==> src/rtl/i2c_pkg.sv <==
// Shared definitions for the I2C bit/byte engines: FSM state encoding and default word width.
package i2c_pkg;

   localparam int DEFAULT_DATA_WIDTH = 8;

   typedef enum logic [2:0] {
      IDLE      = 3'd0,
      WAIT_LOW  = 3'd1,
      WAIT_HIGH = 3'd2,
      HIGH      = 3'd3,
      STRETCH   = 3'd4
   } i2c_state_t;

endpackage

==> src/rtl/i2c_edge_det.sv <==
// SCL/SDA history registers plus SCL edge and START/STOP condition detection.
// Shared between the I2C read and write engines.
module i2c_edge_det (
   input  logic clk,
   input  logic rst_n,
   input  logic en_i,
   input  logic scl_i,
   input  logic sda_i,
   output logic scl_rise_o,
   output logic scl_fall_o,
   output logic start_o,
   output logic stop_o
);

   logic sclLast_q;
   logic sdaLast_q;

   // Both lines idle high on an I2C bus, so the history resets to 1 to avoid a false edge.
   always_ff @(posedge clk or negedge rst_n) begin
      if (!rst_n) begin
         sclLast_q <= 1'b1;
         sdaLast_q <= 1'b1;
      end else begin
         sclLast_q <= scl_i;
         sdaLast_q <= sda_i;
      end
   end

   assign scl_rise_o = en_i & ~sclLast_q &  scl_i;
   assign scl_fall_o = en_i &  sclLast_q & ~scl_i;
   assign start_o    = en_i & scl_i &  sdaLast_q & ~sda_i;
   assign stop_o     = en_i & scl_i & ~sdaLast_q &  sda_i;

endmodule

==> src/rtl/i2c_read.sv <==
// I2C receive engine: samples SDA on SCL rise, commits each bit on SCL fall, MSB first.
// Optional SCL stretching after each word is enabled by defining I2C_READ_STRETCH_EN.
module i2c_read
   import i2c_pkg::*;
#(
   parameter int DATA_WIDTH = DEFAULT_DATA_WIDTH
) (
   input  logic                  clk,
   input  logic                  rst_n,
   input  logic                  rd_en,
   input  logic                  is_byte,
   input  logic                  rd_ack,
   output logic [DATA_WIDTH-1:0] data_o,
   output logic                  rd_finish,
   output logic                  get_start,
   output logic                  get_stop,
   output logic                  bus_err,
   input  logic                  scl_i,
   input  logic                  sda_i,
   output logic                  sda_o,
   output logic                  scl_o
);

   localparam int CW = $clog2(DATA_WIDTH);
   localparam logic [CW-1:0] LAST_BIT = CW'(DATA_WIDTH - 1);

   i2c_state_t            state_q;
   logic [DATA_WIDTH-1:0] shift_q;
   logic [DATA_WIDTH-1:0] shift_d;
   logic [DATA_WIDTH-1:0] dataOut_q;
   logic [DATA_WIDTH-1:0] wordOut_d;
   logic [CW-1:0]         bitCnt_q;
   logic                  sampleBit_q;
   logic                  rdFinish_q;
   logic                  busErr_q;
   logic                  wordDone_d;
   logic                  sclRise;
   logic                  sclFall;
   logic                  startDet;
   logic                  stopDet;

   i2c_edge_det u_edge_det (
      .clk        (clk),
      .rst_n      (rst_n),
      .en_i       (rd_en),
      .scl_i      (scl_i),
      .sda_i      (sda_i),
      .scl_rise_o (sclRise),
      .scl_fall_o (sclFall),
      .start_o    (startDet),
      .stop_o     (stopDet)
   );

   assign shift_d    = {shift_q[DATA_WIDTH-2:0], sampleBit_q};
   assign wordDone_d = is_byte ? (bitCnt_q == LAST_BIT) : 1'b1;
   assign wordOut_d  = is_byte ? shift_d : {{(DATA_WIDTH-1){1'b0}}, sampleBit_q};

`ifdef I2C_READ_STRETCH_EN
   logic sclO_q;
`else
   logic unusedAck;
   assign unusedAck = rd_ack;
`endif

   // Bit engine. A START/STOP while SCL is high aborts the word; it is only an error
   // if some bits of the word had already been committed.
   always_ff @(posedge clk or negedge rst_n) begin
      if (!rst_n) begin
         state_q     <= IDLE;
         shift_q     <= '0;
         dataOut_q   <= '0;
         bitCnt_q    <= '0;
         sampleBit_q <= 1'b0;
         rdFinish_q  <= 1'b0;
         busErr_q    <= 1'b0;
`ifdef I2C_READ_STRETCH_EN
         sclO_q      <= 1'b1;
`endif
      end else begin
         rdFinish_q <= 1'b0;
         if (!rd_en) begin
            state_q  <= IDLE;
            shift_q  <= '0;
            bitCnt_q <= '0;
            busErr_q <= 1'b0;
`ifdef I2C_READ_STRETCH_EN
            sclO_q   <= 1'b1;
`endif
         end else begin
            case (state_q)
               IDLE: begin
                  state_q <= scl_i ? WAIT_LOW : WAIT_HIGH;
               end
               WAIT_LOW: begin
                  if (!scl_i) state_q <= WAIT_HIGH;
               end
               WAIT_HIGH: begin
                  if (sclRise) begin
                     sampleBit_q <= sda_i;
                     state_q     <= HIGH;
                  end
               end
               HIGH: begin
                  if (startDet || stopDet) begin
                     if (bitCnt_q != '0) busErr_q <= 1'b1;
                     bitCnt_q <= '0;
                     shift_q  <= '0;
                     state_q  <= WAIT_LOW;
                  end else if (sclFall) begin
                     if (wordDone_d) begin
                        dataOut_q  <= wordOut_d;
                        rdFinish_q <= 1'b1;
                        bitCnt_q   <= '0;
                        shift_q    <= '0;
`ifdef I2C_READ_STRETCH_EN
                        sclO_q     <= 1'b0;
                        state_q    <= STRETCH;
`else
                        state_q    <= WAIT_HIGH;
`endif
                     end else begin
                        shift_q  <= shift_d;
                        bitCnt_q <= bitCnt_q + 1'b1;
                        state_q  <= WAIT_HIGH;
                     end
                  end
               end
`ifdef I2C_READ_STRETCH_EN
               STRETCH: begin
                  if (rd_ack) begin
                     sclO_q  <= 1'b1;
                     state_q <= WAIT_HIGH;
                  end
               end
`endif
               default: begin
                  state_q <= IDLE;
               end
            endcase
         end
      end
   end

   assign data_o    = dataOut_q;
   assign rd_finish = rdFinish_q;
   assign bus_err   = busErr_q;
   assign get_start = startDet;
   assign get_stop  = stopDet;
   assign sda_o     = 1'b1;

   // Dropping rd_en releases a stretched SCL without waiting for the register to clear.
`ifdef I2C_READ_STRETCH_EN
   assign scl_o = sclO_q | ~rd_en;
`else
   assign scl_o = 1'b1;
`endif

endmodule
==> config.mk <==
export PLATFORM = sky130hd
export DESIGN_NAME = i2c_read
export DESIGN_NICKNAME = d
export VERILOG_FILES = /design/src/rtl/i2c_pkg.sv /design/src/rtl/i2c_edge_det.sv /design/src/rtl/i2c_read.sv
export SDC_FILE = /design/constraint.sdc
export NUM_CORES = 1
export LEC_CHECK = 0
export ABC_AREA = 1
export BUFFER_PORTS_ARGS = -buffer_cell sky130_fd_sc_hd__buf_4
export CORE_MARGIN = 8
export CORE_UTILIZATION = 54
export CTS_CLUSTER_SIZE = 24
export DETAILED_ROUTE_END_ITERATION = 10
export PLACE_DENSITY = 0.77
export SETUP_SLACK_MARGIN = 0.02
export SYNTH_ARGS = -nofsm -noshare
export SYNTH_HDL_FRONTEND = slang
export SYNTH_SLANG_ARGS = --single-unit
==> constraint.sdc <==
create_clock -name clk -period 1.8 [get_ports clk]
set_clock_uncertainty 0.05 [all_clocks]
set_input_delay 0.09 -clock clk [delete_from_list [all_inputs] [get_ports clk]]
set_output_delay 0.09 -clock clk [all_outputs]
set_load 0.01 [all_outputs]
---- Yosys cells after proc, flatten, opt, wreduce, memory -nomap -nowiden ----
Index checks and enable logic that the tools add are counted.
storage, ports and cells
  bits in registers ....................... 26
  input port bits ......................... 7
  output and inout bits ................... 14
  logic and storage cells ................. 71
cells by class
  $add $sub $neg .......................... 1
  equal/unequal tests ..................... 11
  multiplexer cells ....................... 28
  bitwise logic cells ..................... 14
  reductions and logical operators ........ 8
operators by type and width
  kind                   number
  $mux W7                5
  $mux W3                10
  $pmux W3 S4            1
  $mux W1                10
  $and A1 B1 Y1          9
  $reduce_and A3 Y1      3
  $mux W8                1
  $eq A3 B2 Y1 const B   2
  $ne A2 B1 Y1 const B   3
  $ne A3 B3 Y1 const B   2
  $not A1 Y1             5
  $reduce_and A5 Y1      1
  $ne A4 B4 Y1 const B   1
  $add A3 B1 Y3 const B  1
  $eq A3 B1 Y1 const B   1
  $eq A3 B3 Y1 const B   1
  $logic_not A3 Y1       1
  $ne A3 B1 Y1 const B   1
  $reduce_bool A3 Y1     1
  $mux W2                1
  $reduce_and A2 Y1      1
  $logic_or A1 B1 Y1     1

---- Longest topological paths before layout ----
Gate-level depths: netlist of the first run.
  depth after elaboration ................. 7
  mapped depth ............................ 8
  gate-level depth less buffers ........... 8

---- Hierarchy ----
Synthesis of the first run repeated with hierarchy kept, for this count alone.
unflattened totals
  cells, all modules ...................... 148
  area total of the unflattened synthesis .. 1,307.5 sq um
modules (own cells, without submodules)
  module        times used  cells an instance  area each (sq um)  sequential area each (sq um)
  i2c_read      1           136                1,217.4            575.6
  i2c_edge_det  1           12                 90.1               52.6

---- Least setup slack after synthesis of the first run ----
OpenSTA, ideal clock, no wires.
  path kind ............................... reg2reg
  from .................................... register bitCnt_q[0]
  to ...................................... register bitCnt_q[0]
  setup time .............................. 65 ps
  arrival ................................. 1,311 ps
  required time ........................... 1,685 ps
  path slack .............................. 374 ps
  cell stages (with the launch flop) ...... 8
  buffers on the path ..................... 1
  period minus slack after synthesis ...... 1,426 ps
  path through ............................ dfrtp_1 > ha_1 > ha_1 > nor2_2 > and3_1 > buf_6 > nand3_1 > nand2_1
between the ends
  cells in the longest elaborated chain, start to end .. 7
ends and longest elaborated chain
  item                                                   RTL line         RTL
  from (decl)                                            i2c_read.sv:32   logic [CW-1:0] bitCnt_q;
  from (signal assigned)                                 i2c_read.sv:123  bitCnt_q <= bitCnt_q + 1'b1;
  branches (longest 2 deep; another with $add A3 B1 Y3)  n/a
  $mux W3 *                                              i2c_read.sv:110  if (wordDone_d) begin
  $mux W3 *                                              i2c_read.sv:109  end else if (sclFall) begin
  $mux W3 *                                              i2c_read.sv:104  if (startDet || stopDet) begin
  $mux W3 *                                              i2c_read.sv:90   case (state_q)
  $mux W3 *                                              i2c_read.sv:81   if (!rd_en) begin
Mark *: on every way between the ends. The select of a mux whose other input is x is not followed.
A chain may end at the register's enable or synchronous reset.

---- Final worst setup path of the first run ----
  from .................................... register bitCnt_q[0]
  to ...................................... register shift_q[0]
between the ends
  cells in the longest elaborated chain, start to end .. 7
ends and longest elaborated chain
  item                  RTL line         RTL
  $eq A3 B3 Y1          i2c_read.sv:55   assign wordDone_d = is_byte ? (bitCnt_q == LAST_BIT) : 1'b1;
  $mux W1               i2c_read.sv:55
  $mux W7               i2c_read.sv:110
  $mux W7               i2c_read.sv:109
  $mux W7               i2c_read.sv:104
  $mux W7               i2c_read.sv:90
  $mux W7               i2c_read.sv:81
  to (signal assigned)  i2c_read.sv:122  shift_q <= shift_d;
  to (decl)             i2c_read.sv:28   logic [DATA_WIDTH-1:0] shift_q;
Every way passes these cells. The select of a mux whose other input is x is not followed.

==> flow_summary.json, run 1 <==
{
  "synthToLayoutAreaGrowth_pct": 15.5,
  "root_buffer": "clkbuf_4",
  "wl_per_cell_microns": 12.9,
  "clk_latency_ns": 0.31,
  "min_period_ns": 1.63,
  "finalCritPeriodShare": 0.905,
  "ys_top_cells_by_count": "nand3_1 (36), nand2_1 (34), dfrtp_1 (23), inv_1 (12), nor2_1 (4)",
  "ys_top_cells_by_area": "dfrtp_1 (47%), nand3_1 (15%), nand2_1 (10%)",
  "multiInputGateArea_sq_um": 489,
  "port_buffers": 17,
  "cts.sinks": 25,
  "ir_worst_vdd_mv": 0.619,
  "clock.fmax_mhz": 614,
  "cts-htree-levels": 1,
  "cts_tree": "built",
  "grt_usage": 0.129,
  "synth_enable_flop_cells": 0,
  "power_per_cell_area_nw_per_um2": 830,
  "path_max_fanout": 10,
  "drt_first_pass_iters": 4,
  "die_h_microns": 63.7,
  "register_area_sq_um": 628,
  "final_max_slew_viol_count": 0,
  "ys.flop_type": "dfrtp_1",
  "n_fill_cell": 191,
  "path_class": "reg2reg",
  "status": "completed",
  "drc_errors": 0,
  "cts_buffer_depth": 2,
  "cts_buffers": 3,
  "worst_hold_slack_ns": 0.0170,
  "vias": 1000,
  "synth.distinct_cells": 24,
  "p_leak_nw": 0.800,
  "rows": 17,
  "grt_antenna_before_repair": 0,
  "ys_ff_latch": 25,
  "drv_cap": 0,
  "finalSetupViolations": 0,
  "cp-end-kind": "flip-flop",
  "cp_data_arrival_time_ns": 1.83,
  "core_sq_um": 2190,
  "hp-class": "in2reg",
  "yosys_warnings": 0,
  "drive_gt1_frac": 0.215,
  "final.setup.worst_slack_ns": 0.170,
  "clk_pin_slew_worst_paths_ns": 0.13,
  "synth_seq_area_share": 0.511,
  "yosysMostFrequentCell": "nand3_1",
  "drtIter0Drc": 45,
  "die_x_microns": 63.7,
  "start_util": 0.561,
  "place.gp.congestion": 0.812,
  "pin_count": 21,
  "ant_nets": 0,
  "syn_inst": 142,
  "startpoint_type": "flip-flop",
  "place_hpwl_mm": 1.78,
  "grt_first_pass_wirelength_mm": 4.42,
  "setup_tns_ns": 0,
  "grt_pass1_vias": 1040,
  "cp.required_ns": 2.00,
  "syn_avg_cell_area_sq_um": 8.66,
  "vias_per_cell": 5.24,
  "die-area_sq_um": 4060,
  "synth_area_sq_um": 1230,
  "synth_top_area_frac": 0.468,
  "place_ws_ns": 0.114,
  "ys_async_sr_fraction": 1.00,
  "rsz0062_at_grt": "no",
  "yosysTopAreaCell": "dfrtp_1",
  "finalPower_mw": 1.18,
  "wl_mm": 2.46,
  "antenna_cells": 0,
  "layout.nets": 174,
  "grt_max_degree": 26,
  "grt-ovfl-total": 0,
  "finalHoldViolCount": 0
}
[state kept, by name (all words and copies together), names as in the netlist]
| name | flops |
|---|---|
| bus_err | 1 |
| u_edge_det.sdaLast_q | 1 |
| state_q | 2 |
| u_edge_det.sclLast_q | 1 |
| bitCnt_q | 3 |
| shift_q | 7 |
| sampleBit_q | 1 |
| rd_finish | 1 |
| data_o | 8 |
[cells in the final DEF (no fill, tap or decap), types with 2 or more instances in the layout]
master / netlist / final
dfstp_2: 2 / 2
buf_4: 2 / 19
dlygate4sd3_1: 0 / 4
nand3_1: 36 / 36
ha_1: 3 / 3
o21ai_1: 2 / 2
a31oi_1: 2 / 2
clkbuf_4: 0 / 3
nand2_2: 2 / 2
nor2_2: 2 / 2
dfrtp_1: 23 / 23
nor2_1: 4 / 4
a21oi_1: 3 / 3
inv_1: 12 / 12
conb_1: 1 / 2
inv_2: 2 / 2
nand2_1: 34 / 34
[report_power, final]
group          internal [mW]  leakage, nW  switching, mW
clock                 0.0865       0.0150          0.157
combinational          0.100        0.450          0.165
sequential             0.618        0.335         0.0526
total                  0.805        0.800          0.375
[critical path, stage by stage (launching register included)]
cell	delay, ns
dfrtp_1	0.42
ha_1	0.21
ha_1	0.19
nor2_2	0.19
and3_2	0.34
nand3_1	0.10
nand2_1	0.07
[timing repair]
item	CTS	global route
buffers inserted	0	0
gates resized for setup	0	1
hold buffers	4	0
endpoints found under the hold margin	28	0
setup endpoints to repair	0	4
[cell type report]
class,instances,share of cell area
Inverter,15,0.0414
Multi-Input combinational cell,96,0.344
Tap cell,28,0.0247
Sequential cell,25,0.442
Timing Repair Buffer,23,0.129
Clock buffer,4,0.0185
[final timing paths]
path | start | end | slack [ns] | cells after the start
min reg2reg | data_o[0] | data_o[0] | 0.44 | 2
max in group asynchronous | rst_n | u_edge_det.sdaLast_q | 1.26 | 2
max | bitCnt_q[0] | shift_q[0] | 0.17 | 6
min in group asynchronous | rst_n | shift_q[2] | 0.15 | 2
max reg2reg | bitCnt_q[0] | shift_q[0] | 0.17 | 6
min | is_byte | data_o[4] | 0.02 | 3
[through the flow]
step,instance area [sq um],utilization,std cells
finish,1420,0.648,191
CTS,1420,0.648,191
floorplan,1230,-,143
global route,1420,0.648,191
detailed placement,1350,0.617,183
global placement,1350,0.617,183
[kinds of logic after synthesis]
family	after synthesis	share of synthesized area
AND/OR/NAND/NOR	82	0.313
flip-flops	25	0.511
buffers and inverters	22	0.0956
AO/OA/AOI/OAI	9	0.0468
adder cells (fa/ha/maj)	3	0.0305
other	1	0.00305
[layer usage]
metal  global-route usage  share of wire  routed length [microns]
met5                    0              0                        0
met4               0.0418              0                        0
met3               0.0318          0.030                       75
met2                0.215           0.49                     1220
met1                0.158           0.47                     1170
(Power assumes the default switching activity.)
==> run 2: changes to the inputs <==
--- a/config.mk
+++ b/config.mk
@@ -6,7 +6,7 @@
 export NUM_CORES = 1
 export LEC_CHECK = 0
 export ABC_AREA = 1
-export BUFFER_PORTS_ARGS = -buffer_cell sky130_fd_sc_hd__buf_4
+export BUFFER_PORTS_ARGS = -buffer_cell sky130_fd_sc_hd__buf_2
 export CORE_MARGIN = 8
 export CORE_UTILIZATION = 54
 export CTS_CLUSTER_SIZE = 24
@@ -16,3 +16,4 @@
 export SYNTH_ARGS = -nofsm -noshare
 export SYNTH_HDL_FRONTEND = slang
 export SYNTH_SLANG_ARGS = --single-unit
+export TNS_END_PERCENT = 5
==> flow_summary.json, run 2 (synthesis results as in run 1) <==
{
  "status": "completed",
  "finalCritPeriodShare": 0.896,
  "cp_data_arrival_time_ns": 1.82,
  "power_per_cell_area_nw_per_um2": 862,
  "drc_errors": 0,
  "cts-htree-levels": 1,
  "cp-end-kind": "flip-flop",
  "stdcell_count": 190,
  "grt_antenna_before_repair": 0,
  "worstMarginPinSlew_ns": 0.551,
  "worstPathCellList": "ha_1 -> ha_1 -> nor2_2 -> and3_2 -> nand3_1 -> nand2_1",
  "crit_slowest_cell": "dfrtp_1",
  "grt-ovfl-total": 0,
  "finalHoldViolCount": 0,
  "setup_tns_ns": 0,
  "grt_usage": 0.125,
  "drt_first_pass_iters": 4,
  "final_max_slew_viol_count": 0,
  "post_cts_buffers": 0,
  "root_buffer": "clkbuf_4",
  "die_x_microns": 63.7,
  "drtIter0Drc": 38,
  "cts_buffers": 3,
  "rsz0062_at_grt": "no",
  "path_class": "reg2reg",
  "core_sq_um": 2190,
  "finalPower_mw": 1.18,
  "p_sw_frac": 0.331,
  "ir_worst_vdd_mv": 0.433,
  "rrSetupSlack_ns": 0.19,
  "switchingPower_uw": 392,
  "power_frac_comb": 0.218,
  "clock_power_share": 0.214,
  "clock.fmax_mhz": 620,
  "final_cell_mix": "nand3_1 (36), nand2_1 (34), dfrtp_1 (23), buf_2 (17), inv_1 (12)",
  "cts_buffer_depth": 2,
  "largest_reg_flops": 8,
  "die_h_microns": 63.7,
  "place_hpwl_mm": 1.77,
  "vias_per_cell": 5.24,
  "place.gp.congestion": 0.825,
  "final_common_cell": "nand3_1",
  "vias": 995,
  "crit_top_cell": "ha_1",
  "grt_max_degree": 26,
  "cts.sinks": 25,
  "synthToLayoutAreaGrowth_pct": 11.5,
  "p_int_uw": 791,
  "path_max_fanout": 10,
  "pin_count": 21,
  "finalSetupViolations": 0,
  "slew_headroom": 0.633,
  "min_period_ns": 1.61,
  "p_leak_nw": 0.792,
  "rows": 17,
  "antenna_cells": 0,
  "grt_first_pass_wirelength_mm": 4.28,
  "wl_mm": 2.44,
  "drv_cap": 0,
  "post-route-cell-area_sq_um": 1370,
  "die-area_sq_um": 4060,
  "startpoint_type": "flip-flop",
  "place_area_sq_um": 1310,
  "layout.nets": 173,
  "start_util": 0.561,
  "clk_pin_slew_worst_paths_ns": 0.14,
  "clk_latency_ns": 0.31,
  "port_buffers": 17,
  "cts_tree": "built",
  "seqPwrFrac": 0.568,
  "cpPeakStageDelay_ns": 0.43,
  "grt_pass1_vias": 959,
  "hp-class": "in2reg",
  "place_inst": 183,
  "cp.required_ns": 2.01,
  "drive_gt1_frac": 0.222,
  "ant_nets": 0,
  "wl_per_cell_microns": 12.9
}
[run 2: cell count changes in the layout (fill, tap and decap cells not counted), sizes merged]
cell,before,now
dlygate4sd3,4,3
clkinvlp,0,1
clkbuf,4,3
[run 2: final timing paths]
check	startpoint	depth (start not counted)	end
min in group asynchronous	rst_n	2	data_o[0]
setup / recovery	bitCnt_q[0]	6	shift_q[2]
hold / removal	rd_en	2	bus_err
max in group asynchronous	rst_n	2	u_edge_det.sclLast_q
setup reg to reg	bitCnt_q[0]	6	shift_q[2]
hold reg to reg	data_o[4]	2	data_o[4]
[run 2: per-stage QoR]
step	setup slack, ns	util	hold WS (ns)
global placement	0.186	0.598	0.0478
floorplan	0.374	-	-0.256
detailed placement	0.125	0.598	0.0541
finish	0.188	0.626	0.0302
global route	0.0424	0.626	0.0184
CTS	0.102	0.625	0.0266
[run 2: power by group through the flow]
stage          Clock, mW  Combinational [mW]  Sequential (mW)
2_1_floorplan          0               0.180            0.675
3_3_place_gp           0               0.235            0.676
3_5_place_dp           0               0.253            0.678
4_1_cts            0.260               0.257            0.669
5_1_grt            0.280               0.293            0.678
6_report           0.253               0.258            0.672
[run 2: what timing repair did]
item,CTS,global route
endpoints found under the hold margin,25,0
hold buffers,3,0
setup endpoints to repair,0,10
gates resized for setup,0,1
[run 2: cell type report]
class | count | area, sq um
clock inverter | 1 | 7.51
tap | 28 | 35.0
multi-input combinational | 96 | 489
clock buffer | 3 | 22.5
timing repair buffer | 22 | 130
inverter | 15 | 58.8
fill | 190 | 820
sequential | 25 | 628
[run 2: layer usage]
layer  GRT usage  part of all wire  up-vias
li1            -                 -      501
met1       0.160              0.45      465
met2       0.208              0.49       27
met3      0.0318             0.052        2
met4      0.0251            0.0049        0
met5           0                 0        -
[run 2: critical path, delay by kind of cell (launching register included)]
kind	cells	cell delay [ns]
AND/OR/NAND/NOR	4	0.69
flip-flops	1	0.43
adder cells (fa/ha/maj)	2	0.39
